## src/rtl/ser_harness_pkg.sv

```systemverilog
// ser_harness_pkg: FSM state enums, frame length and counter-width helper.
// FRAME_BITS is 10 (8N1), or 11 when SER_HARNESS_PARITY_EN is defined.
package ser_harness_pkg;

   typedef enum logic [1:0] {
      SEQ_PRE,
      SEQ_ASSERT,
      SEQ_RUN
   } seq_state_t;

   typedef enum logic [1:0] {
      S_IDLE,
      S_START,
      S_DATA,
      S_STOP
   } ser_state_t;

`ifdef SER_HARNESS_PARITY_EN
   localparam int FRAME_BITS = 11;
`else
   localparam int FRAME_BITS = 10;
`endif

   // Bits needed to hold values 0..n.
   function automatic int cnt_w(input int n);
      return (n < 1) ? 1 : $clog2(n + 1);
   endfunction

endpackage

```

## src/rtl/ser_harness_fifo.sv

```systemverilog
// ser_harness_fifo: first-word fall-through FIFO with sticky overflow.
// Ports: clk, reset (sync, high), push/push_data, pop/pop_data, empty, full, overflow.
module ser_harness_fifo
   import ser_harness_pkg::*;
#(
   parameter int DEPTH = 16,
   parameter int WIDTH = 8
) (
   input  logic             clk,
   input  logic             reset,
   input  logic             push,
   input  logic [WIDTH-1:0] push_data,
   input  logic             pop,
   output logic [WIDTH-1:0] pop_data,
   output logic             empty,
   output logic             full,
   output logic             overflow
);

   localparam int AW = $clog2(DEPTH);

   logic [WIDTH-1:0] mem [DEPTH];
   logic [AW-1:0]    wptr;
   logic [AW-1:0]    rptr;
   logic             full_q;
   logic             ovf_q;
   logic             do_pop;
   logic             do_push;

   assign empty    = (wptr == rptr) && !full_q;
   assign full     = full_q;
   assign overflow = ovf_q;
   assign do_pop   = pop && !empty;
   // A pop in the same cycle frees the slot a push needs when full.
   assign do_push  = push && (!full_q || do_pop);
   assign pop_data = empty ? '0 : mem[rptr];

   always_ff @(posedge clk) begin
      if (reset) begin
         wptr   <= '0;
         rptr   <= '0;
         full_q <= 1'b0;
         ovf_q  <= 1'b0;
      end else begin
         if (do_push)
            wptr <= wptr + AW'(1);
         if (do_pop)
            rptr <= rptr + AW'(1);
         if (do_push && !do_pop && ((wptr + AW'(1)) == rptr))
            full_q <= 1'b1;
         else if (do_pop && !do_push)
            full_q <= 1'b0;
         if (push && !do_push)
            ovf_q <= 1'b1;
      end
   end

   always_ff @(posedge clk) begin
      if (do_push)
         mem[wptr] <= push_data;
   end

endmodule

```

## src/rtl/ser_harness.sv

```systemverilog
// ser_harness: DUT reset sequencer, UART stimulus/capture and watchdog.
// Ports: clk, reset; dut_reset_l, dut_rx, dut_tx; tx_valid/tx_data/tx_ready;
// rd_en/rd_data/rd_empty; running, frame_err, overflow, timeout.
// Define SER_HARNESS_PARITY_EN for even-parity frames in both directions.
module ser_harness
   import ser_harness_pkg::*;
#(
   parameter int BAUD_DIV       = 16,
   parameter int PRE_CYCLES     = 4,
   parameter int RST_CYCLES     = 4,
   parameter int DEPTH          = 16,
   parameter int TIMEOUT_CYCLES = 200000
) (
   input  logic       clk,
   input  logic       reset,
   output logic       dut_reset_l,
   output logic       dut_rx,
   input  logic       dut_tx,
   input  logic       tx_valid,
   input  logic [7:0] tx_data,
   output logic       tx_ready,
   input  logic       rd_en,
   output logic [7:0] rd_data,
   output logic       rd_empty,
   output logic       running,
   output logic       frame_err,
   output logic       overflow,
   output logic       timeout
);

   localparam int SEQ_MAX = (PRE_CYCLES > RST_CYCLES) ? PRE_CYCLES : RST_CYCLES;
   localparam int SW      = cnt_w(SEQ_MAX);
   localparam int BW      = cnt_w(BAUD_DIV);
   localparam int DBITS   = FRAME_BITS - 2;
   localparam int NW      = cnt_w(DBITS);
   localparam int WW      = cnt_w(TIMEOUT_CYCLES);

   localparam logic [SW-1:0] PRE_LAST  = SW'(PRE_CYCLES - 1);
   localparam logic [SW-1:0] RST_LAST  = SW'(RST_CYCLES - 1);
   localparam logic [BW-1:0] BAUD_LAST = BW'(BAUD_DIV - 1);
   localparam logic [BW-1:0] HALF_LAST = BW'(BAUD_DIV / 2 - 1);
   localparam logic [NW-1:0] BIT_LAST  = NW'(DBITS - 1);
   localparam logic [WW-1:0] WD_MAX    = WW'(TIMEOUT_CYCLES);
   localparam logic [WW-1:0] WD_LAST   = WW'(TIMEOUT_CYCLES - 1);

   // Reset sequencer
   seq_state_t    seq_q, seq_d;
   logic [SW-1:0] seq_cnt_q, seq_cnt_d;
   logic          run_enter;

   always_ff @(posedge clk) begin
      if (reset) begin
         seq_q     <= SEQ_PRE;
         seq_cnt_q <= '0;
      end else begin
         seq_q     <= seq_d;
         seq_cnt_q <= seq_cnt_d;
      end
   end

   always_comb begin
      seq_d     = seq_q;
      seq_cnt_d = seq_cnt_q + SW'(1);
      unique case (seq_q)
         SEQ_PRE:
            if (seq_cnt_q == PRE_LAST) begin
               seq_d     = SEQ_ASSERT;
               seq_cnt_d = '0;
            end
         SEQ_ASSERT:
            if (seq_cnt_q == RST_LAST) begin
               seq_d     = SEQ_RUN;
               seq_cnt_d = '0;
            end
         SEQ_RUN:
            seq_cnt_d = '0;
         default: begin
            seq_d     = SEQ_PRE;
            seq_cnt_d = '0;
         end
      endcase
   end

   assign dut_reset_l = (seq_q != SEQ_ASSERT);
   assign running     = (seq_q == SEQ_RUN);
   assign run_enter   = (seq_q == SEQ_ASSERT) && (seq_d == SEQ_RUN);

   // TX serialiser
   ser_state_t       tx_q, tx_d;
   logic [BW-1:0]    tx_cnt_q, tx_cnt_d;
   logic [NW-1:0]    tx_bit_q, tx_bit_d;
   logic [DBITS-1:0] tx_sh_q, tx_sh_d;
   logic [DBITS-1:0] tx_load;

`ifdef SER_HARNESS_PARITY_EN
   assign tx_load = {^tx_data, tx_data};
`else
   assign tx_load = tx_data;
`endif

   assign tx_ready = running && (tx_q == S_IDLE);

   always_ff @(posedge clk) begin
      if (reset) begin
         tx_q     <= S_IDLE;
         tx_cnt_q <= '0;
         tx_bit_q <= '0;
         tx_sh_q  <= '0;
      end else begin
         tx_q     <= tx_d;
         tx_cnt_q <= tx_cnt_d;
         tx_bit_q <= tx_bit_d;
         tx_sh_q  <= tx_sh_d;
      end
   end

   always_comb begin
      tx_d     = tx_q;
      tx_cnt_d = tx_cnt_q + BW'(1);
      tx_bit_d = tx_bit_q;
      tx_sh_d  = tx_sh_q;
      dut_rx   = 1'b1;
      unique case (tx_q)
         S_IDLE: begin
            tx_cnt_d = '0;
            if (tx_valid && tx_ready) begin
               tx_d    = S_START;
               tx_sh_d = tx_load;
            end
         end
         S_START: begin
            dut_rx = 1'b0;
            if (tx_cnt_q == BAUD_LAST) begin
               tx_d     = S_DATA;
               tx_cnt_d = '0;
               tx_bit_d = '0;
            end
         end
         S_DATA: begin
            dut_rx = tx_sh_q[0];
            if (tx_cnt_q == BAUD_LAST) begin
               tx_cnt_d = '0;
               tx_sh_d  = tx_sh_q >> 1;
               tx_bit_d = tx_bit_q + NW'(1);
               if (tx_bit_q == BIT_LAST)
                  tx_d = S_STOP;
            end
         end
         S_STOP:
            if (tx_cnt_q == BAUD_LAST) begin
               tx_d     = S_IDLE;
               tx_cnt_d = '0;
            end
         default:
            tx_d = S_IDLE;
      endcase
   end

   // RX deserialiser
   logic             rx_s1, rx_s2, rx_prev;
   ser_state_t       rx_q, rx_d;
   logic [BW-1:0]    rx_cnt_q, rx_cnt_d;
   logic [NW-1:0]    rx_bit_q, rx_bit_d;
   logic [DBITS-1:0] rx_sh_q, rx_sh_d;
   logic             rx_bad;
   logic             push_d, push_q;
   logic             ferr_set;
   logic             ferr_q;
   logic [7:0]       byte_q;

`ifdef SER_HARNESS_PARITY_EN
   assign rx_bad = !rx_s2 || (^rx_sh_q);
`else
   assign rx_bad = !rx_s2;
`endif

   always_ff @(posedge clk) begin
      if (reset) begin
         rx_s1    <= 1'b1;
         rx_s2    <= 1'b1;
         rx_prev  <= 1'b1;
         rx_q     <= S_IDLE;
         rx_cnt_q <= '0;
         rx_bit_q <= '0;
         rx_sh_q  <= '0;
         push_q   <= 1'b0;
         byte_q   <= '0;
         ferr_q   <= 1'b0;
      end else begin
         rx_s1    <= dut_tx;
         rx_s2    <= rx_s1;
         rx_prev  <= rx_s2;
         rx_q     <= rx_d;
         rx_cnt_q <= rx_cnt_d;
         rx_bit_q <= rx_bit_d;
         rx_sh_q  <= rx_sh_d;
         push_q   <= push_d;
         if (push_d)
            byte_q <= rx_sh_q[7:0];
         if (ferr_set)
            ferr_q <= 1'b1;
      end
   end

   always_comb begin
      rx_d     = rx_q;
      rx_cnt_d = rx_cnt_q + BW'(1);
      rx_bit_d = rx_bit_q;
      rx_sh_d  = rx_sh_q;
      push_d   = 1'b0;
      ferr_set = 1'b0;
      unique case (rx_q)
         S_IDLE: begin
            rx_cnt_d = '0;
            // Edge is seen one cycle after it leaves the synchroniser,
            // so the half-bit count starts at 1.
            if (running && rx_prev && !rx_s2) begin
               rx_d     = S_START;
               rx_cnt_d = BW'(1);
            end
         end
         S_START:
            if (rx_cnt_q == HALF_LAST) begin
               rx_cnt_d = '0;
               rx_bit_d = '0;
               rx_d     = rx_s2 ? S_IDLE : S_DATA;
            end
         S_DATA:
            if (rx_cnt_q == BAUD_LAST) begin
               rx_cnt_d = '0;
               rx_sh_d  = {rx_s2, rx_sh_q[DBITS-1:1]};
               rx_bit_d = rx_bit_q + NW'(1);
               if (rx_bit_q == BIT_LAST)
                  rx_d = S_STOP;
            end
         S_STOP:
            if (rx_cnt_q == BAUD_LAST) begin
               rx_d     = S_IDLE;
               rx_cnt_d = '0;
               ferr_set = rx_bad;
               push_d   = !rx_bad;
            end
         default:
            rx_d = S_IDLE;
      endcase
   end

   assign frame_err = ferr_q;

   // Capture FIFO
   logic fifo_full;
   logic push_ok;

   ser_harness_fifo #(
      .DEPTH (DEPTH),
      .WIDTH (8)
   ) u_fifo (
      .clk       (clk),
      .reset     (reset),
      .push      (push_q),
      .push_data (byte_q),
      .pop       (rd_en),
      .pop_data  (rd_data),
      .empty     (rd_empty),
      .full      (fifo_full),
      .overflow  (overflow)
   );

   assign push_ok = push_q && (!fifo_full || (rd_en && !rd_empty));

   // Watchdog
   logic [WW-1:0] wd_q;
   logic          to_q;

   always_ff @(posedge clk) begin
      if (reset) begin
         wd_q <= '0;
         to_q <= 1'b0;
      end else if (run_enter || push_ok) begin
         wd_q <= '0;
      end else if (running && (wd_q != WD_MAX)) begin
         wd_q <= wd_q + WW'(1);
         if (wd_q == WD_LAST)
            to_q <= 1'b1;
      end
   end

   assign timeout = to_q;

endmodule

```

## config.mk

```make
export PLATFORM = sky130hd
export DESIGN_NAME = ser_harness
export DESIGN_NICKNAME = d
export VERILOG_FILES = /design/src/rtl/ser_harness_pkg.sv /design/src/rtl/ser_harness_fifo.sv /design/src/rtl/ser_harness.sv
export SDC_FILE = /design/constraint.sdc
export NUM_CORES = 1
export LEC_CHECK = 0
export ABC_AREA = 1
export BUFFER_PORTS_ARGS = -buffer_cell sky130_fd_sc_hd__buf_2
export CORE_AREA = 4 4 145 147
export DETAILED_ROUTE_END_ITERATION = 16
export DIE_AREA = 0 0 149 151
export PLACE_DENSITY = 0.73
export SLEW_MARGIN = 10
export SYNTH_ARGS = -nofsm -noshare
export SYNTH_HDL_FRONTEND = slang
export SYNTH_HIERARCHICAL = 1
export SYNTH_SLANG_ARGS = --single-unit
```

## constraint.sdc

```tcl
create_clock -name clk -period 5 [get_ports clk]
set_input_delay 0.5 -clock clk [delete_from_list [all_inputs] [get_ports clk]]
set_output_delay 0.5 -clock clk [all_outputs]
set_load 0.03 [all_outputs]
```

==> Word level (Yosys, flattened, before mapping) <==
Memory sizes are Yosys's and may differ from the RTL's. A register that Yosys moved wholly into a read port is not among the register bits.
Index checks and enable logic that the tools add are counted.
{ "word_totals": {"inputBits": 13, "ff_bits": 85, "ram_bits": 128, "output_inout_bits": 16, "mem_count": 1, "wordCells": 145} }
{ "classes": {"mux": 43, "n_bitwise": 2, "reduce_logical": 39, "n_addsub": 8, "n_eq_ne": 30} }
{ "memory_table": {"columns": ["name", "depth", "word_bits", "read_ports", "rd_ports_with_merged_regs", "wr", "line", "source"], "rows": [
  ["u_fifo.mem", 16, 8, 1, 1, 1, "ser_harness_fifo.sv:22", "logic [WIDTH-1:0] mem [DEPTH];"]
]} }
{ "op_table": {"columns": ["operator", "n"], "rows": [
  ["two-way mux 2 bit", 13],
  ["two-way mux 4 bit", 6],
  ["two-way mux 8 bit", 3],
  ["adder 18 x 1 -> 18 bit (second input constant)", 1],
  ["equality test 18 bit (second input constant)", 1],
  ["!= test 18 bit (second input constant)", 1],
  ["!= test 2 bit (second input constant)", 9],
  ["adder 4 x 1 -> 4 bit (second input constant)", 4],
  ["one-hot mux 2 bit (4 select lines)", 2],
  ["one-hot mux 4 bit (2 select lines)", 2],
  ["one-hot mux 8 bit (2 select lines)", 1],
  ["two-way mux 5 bit", 3],
  ["one-hot mux 5 bit (3 select lines)", 1],
  ["logical AND 1 bit", 13],
  ["equality test 2 bit (second input constant)", 6],
  ["AND reduction 3 bit", 4],
  ["adder 5 x 1 -> 5 bit (second input constant)", 2],
  ["equality test 5 x 4 -> 1 bit (second input constant)", 2],
  ["one-hot mux 5 bit (2 select lines)", 1],
  ["AND reduction 5 bit", 2],
  ["two-way mux 1 bit", 9],
  ["equality test 4 x 3 -> 1 bit (second input constant)", 2],
  ["equality test 4 bit", 2],
  ["nonzero test 2 bit", 4],
  ["other kinds (14)", 28]
]} }

==> Longest topological paths before layout <==
{ "depth": {"depth_word": 10, "ltp_mapped": 13, "ltp_nobuf": 12} }

==> Hierarchy <==
Netlist, hierarchy kept.
{ "by_module_without_submodules": {"columns": ["module", "area_per_inst_um2", "cells_each", "instances", "seq_area_each_um2"], "rows": [
  ["ser_harness_fifo", 5964.5, 546, 1, 4124.0],
  ["ser_harness", 3747.3, 502, 1, 1501.4]
]} }

==> Worst setup path after synthesis <==
No wires, ideal clock.
{ "synth_timing": {"path_type": "flip-flop to output port", "start": "register u_fifo.wptr[2]", "end": "output rd_data[0]", "t_arrival_ps": 1424, "stages_incl_launch_ff": 8, "setup_slack_ps": 3076, "path_buffers": 1, "t_required_ps": 4500, "cell_sequence": "dfxtp_1 buf_2 nor2_1 nor2_1 nor2_2 nand2_2 inv_2 a21oi_1"} }
{ "synth_via": {"elab_chain_cells": 3} }
{ "synth_lines": {"columns": ["element", "line", "source"], "rows": [
  ["from (decl)", "ser_harness_fifo.sv:23", "logic [AW-1:0] wptr;"],
  ["from (signal assigned)", "ser_harness_fifo.sv:46", "wptr <= wptr + AW'(1);"],
  ["equality test 4 bit", "ser_harness_fifo.sv:30", "assign empty = (wptr == rptr) && !full_q;"],
  ["logical AND 1 bit", "ser_harness_fifo.sv:30", null],
  ["via rd_empty", "ser_harness.sv:24", "output logic rd_empty,"],
  ["two-way mux 8 bit", "ser_harness_fifo.sv:36", "assign pop_data = empty ? '0 : mem[rptr];"],
  ["to (decl)", "ser_harness.sv:23", "output logic [7:0] rd_data,"]
]} }
The timed path passes the listed nets, and every way through them passes these cells.

==> flow_summary.toml <==
[logic_synthesis]
synth-main-ff-cell = "edfxtp_1"
syn_nets = 1082
synth-edff-count = 128
synth_area_per_cell_um2 = 9.267
synth.distinct_cells = 41
synthCells = 1048
netlist.area_leader.share = 0.3958
synth-seq-cells = 217
synth_common_cells = "nand2_1 (294), nand3_1 (132), edfxtp_1 (128), nor2_1 (100), dfxtp_1 (89)"
syn_area_mm2 = 0.009712
yosysMostFrequentCell = "nand2_1"
ys_warn_count = 6
netlist_top_cells_area = "edfxtp_1 (40%), dfxtp_1 (18%), nand2_1 (11%), nand3_1 (6.8%), nor2_1 (3.9%)"
synth_area_leader_cell = "edfxtp_1"
synthArstFlopShare = 0
seq_area_frac_synth = 0.5792

[pwr]
leakagePower_nw = 4.235
irDropWorstVdd_v = 0.0003143
powerDensity_mw_per_mm2 = 370.3

[sta]
setup_viol = 0
finalHoldWorstSlack_ps = 202.0
fmax_mhz = 306.1
tns_ps = 0
slew_violations = 0
post-route-period-util = 0.6534
hold_violations = 0
max_slew_margin = 0.2828
final.setup_skew_ps = 10.95
tightest_slew_ps = 1075
finalCriticalPeriod_ps = 3267
rsz0062_at_grt = "false"

[layout]
layout-drive-gt1-share = 0.1201
final_nets = 1100
diodes = 0
synthToLayoutAreaGrowth_pct = 11.12

[drt]
drtIter0Drc = 379
num_vias = 7064
ant_nets = 0
wire_per_inst_um = 15.04
routed_wirelength_mm = 20.33
drt_first_pass_iters = 5
drc = 0
via_per_inst = 5.225

[clock_tree]
insertion_delay_ps = 500
post_cts_resized = 0
clkTransAtPathRegs_ps = 60
post_cts_buffers = 0
cts-root-buf = "clkbuf_16"
cts-buffers-inserted = 23
clkSinkCount = 217
htreeDepth = 1
ctsLongestPathBuffers = 3
cts_tree = "built"
cts_hold_buf = 0

[critical_path]
criticalPathCategory = "register to output port"
critPathSlowestCell = "inv_1"
critical_path_required_ps = 4500
crit_chain = "buf_4 > inv_1 > nand3_1 > nand3_1 > nand2_1 > nand2_1 > a21oi_1 > buf_2"
crit_fanout = 33
arrival_ps = 2770
ff2ff_path_depth = 12
setup.worst_path.end_class = "output port"
crit_path_start_kind = "register"
critical-path-max-stage-delay_ps = 580

[floorplanning]
start_util = 0.4878
ios = 29
rows = 52
die_area_mm2 = 0.02250
core_mm2 = 0.01991
die_y_um = 151
die_w_um = 149

[placement]
gp_congestion = 0.8493
port_buffers = 28
hpwl_mm = 12.84

[run]
drv_cap = 0

[global_route]
grt_pass1_vias = 6959
grt_first_pass_wirelength_mm = 33.57
grt_use_total = 0.1831
grt_max_degree = 65
antenna_found_initial = 0
grt-ovfl-total = 0

[worst_hold_path]
hold_depth = 2
hold_class = "input pin to register"

[run_status]
status = "finished, final reports clean"
-- worst max-delay path, delay by kind of cell (launching register included) --
| kind | cells | cell delay, ps |
|---|---|---|
| buffers and inverters | 3 | 1170 |
| AND/OR/NAND/NOR | 4 | 530 |
| flip-flops | 1 | 310 |
| AO/OA/AOI/OAI | 1 | 240 |
-- state kept, by name, summed over array words and instances, names as in the netlist, 5 cells and up, named ones only --
| signal | flops |
|---|---|
| byte_q | 8 |
| rx_cnt_q | 5 |
| rx_sh_q | 8 |
| tx_cnt_q | 5 |
| tx_sh_q | 8 |
| u_fifo/mem | 128 |
| wd_q | 18 |
-- report_power, final --
part	total, W	internal [W]	switching (W)
registers	0.00194	0.00192	0.0000255
clock network	0.00185	0.00117	0.000674
logic	0.000205	0.0000677	0.000137
total	0.00400	0.00316	0.000837
-- metrics by stage --
step	total power (W)	cells	cell area, um^2	setup WS (ps)	util
global placement	0.002181	1311	9957	2392	0.5001
detailed placement	0.002187	1311	9957	2333	0.5001
CTS	0.004028	1352	10790	1809	0.5420
global route	0.004146	1352	10790	1541	0.5420
finish	0.003996	1352	10790	1733	0.5420
floorplan	0.002147	1048	9712	3076	-
-- worst paths after layout --
path,endpoint,from,slack [ps]
worst max register to register,wd_q[1],u_fifo/wptr[0],2680
worst max-delay path,rd_data[4],register,1730
worst min-delay path,rx_s1,dut_tx,200
worst min register to register,rx_s2,rx_s1,410
-- cell usage in the layout, fill, tap and decap left out, drive strengths merged --
cell type / count
nand4: 5
edfxtp: 128
a2111oi: 1
xor2: 11
clkbuf: 30
bufinv: 5
nor4: 1
o21a: 2
o211ai: 1
dfxtp: 89
nand2: 311
nor2: 107
a31oi: 8
clkinv: 5
a22oi: 1
nor3: 8
nor3b: 2
a21boi: 1
ha: 21
or2: 6
xnor2: 7
clkinvlp: 1
inv: 71
o21bai: 1
a21oi: 52
buf: 31
o21ai: 40
nand3: 136
-- layout make-up --
type                            instances  area (um^2)
Fill cell                            1815         9117
Sequential cell                       217         5627
Multi-Input combinational cell        722         3563
Clock buffer                           30        651.9
Tap cell                              270        337.8
Inverter                               71        266.5
Clock inverter                         11        182.7
Timing Repair Buffer                   31        162.7
-- per-layer routing --
| layer | GRT usage | routed length, um | up-vias |
|---|---|---|---|
| met5 | 0 | 0 | - |
| met4 | 0.06499 | 609 | 0 |
| met3 | 0.02962 | 1243 | 50 |
| met2 | 0.3112 | 9878 | 201 |
| met1 | 0.2387 | 8599 | 3284 |
| li1 | - | - | 3529 |
-- cells by family after synthesis --
family                     after synthesis  synth area share
buffers and inverters                  109           0.05385
DFF                                    217            0.5792
xor gates and xnor gates                18           0.01623
and+or+nand+nor                        576            0.2578
AOI/OAI and AO/OA                      107           0.06583
adders and majority gates               21           0.02705
(Power assumes the default switching activity.)
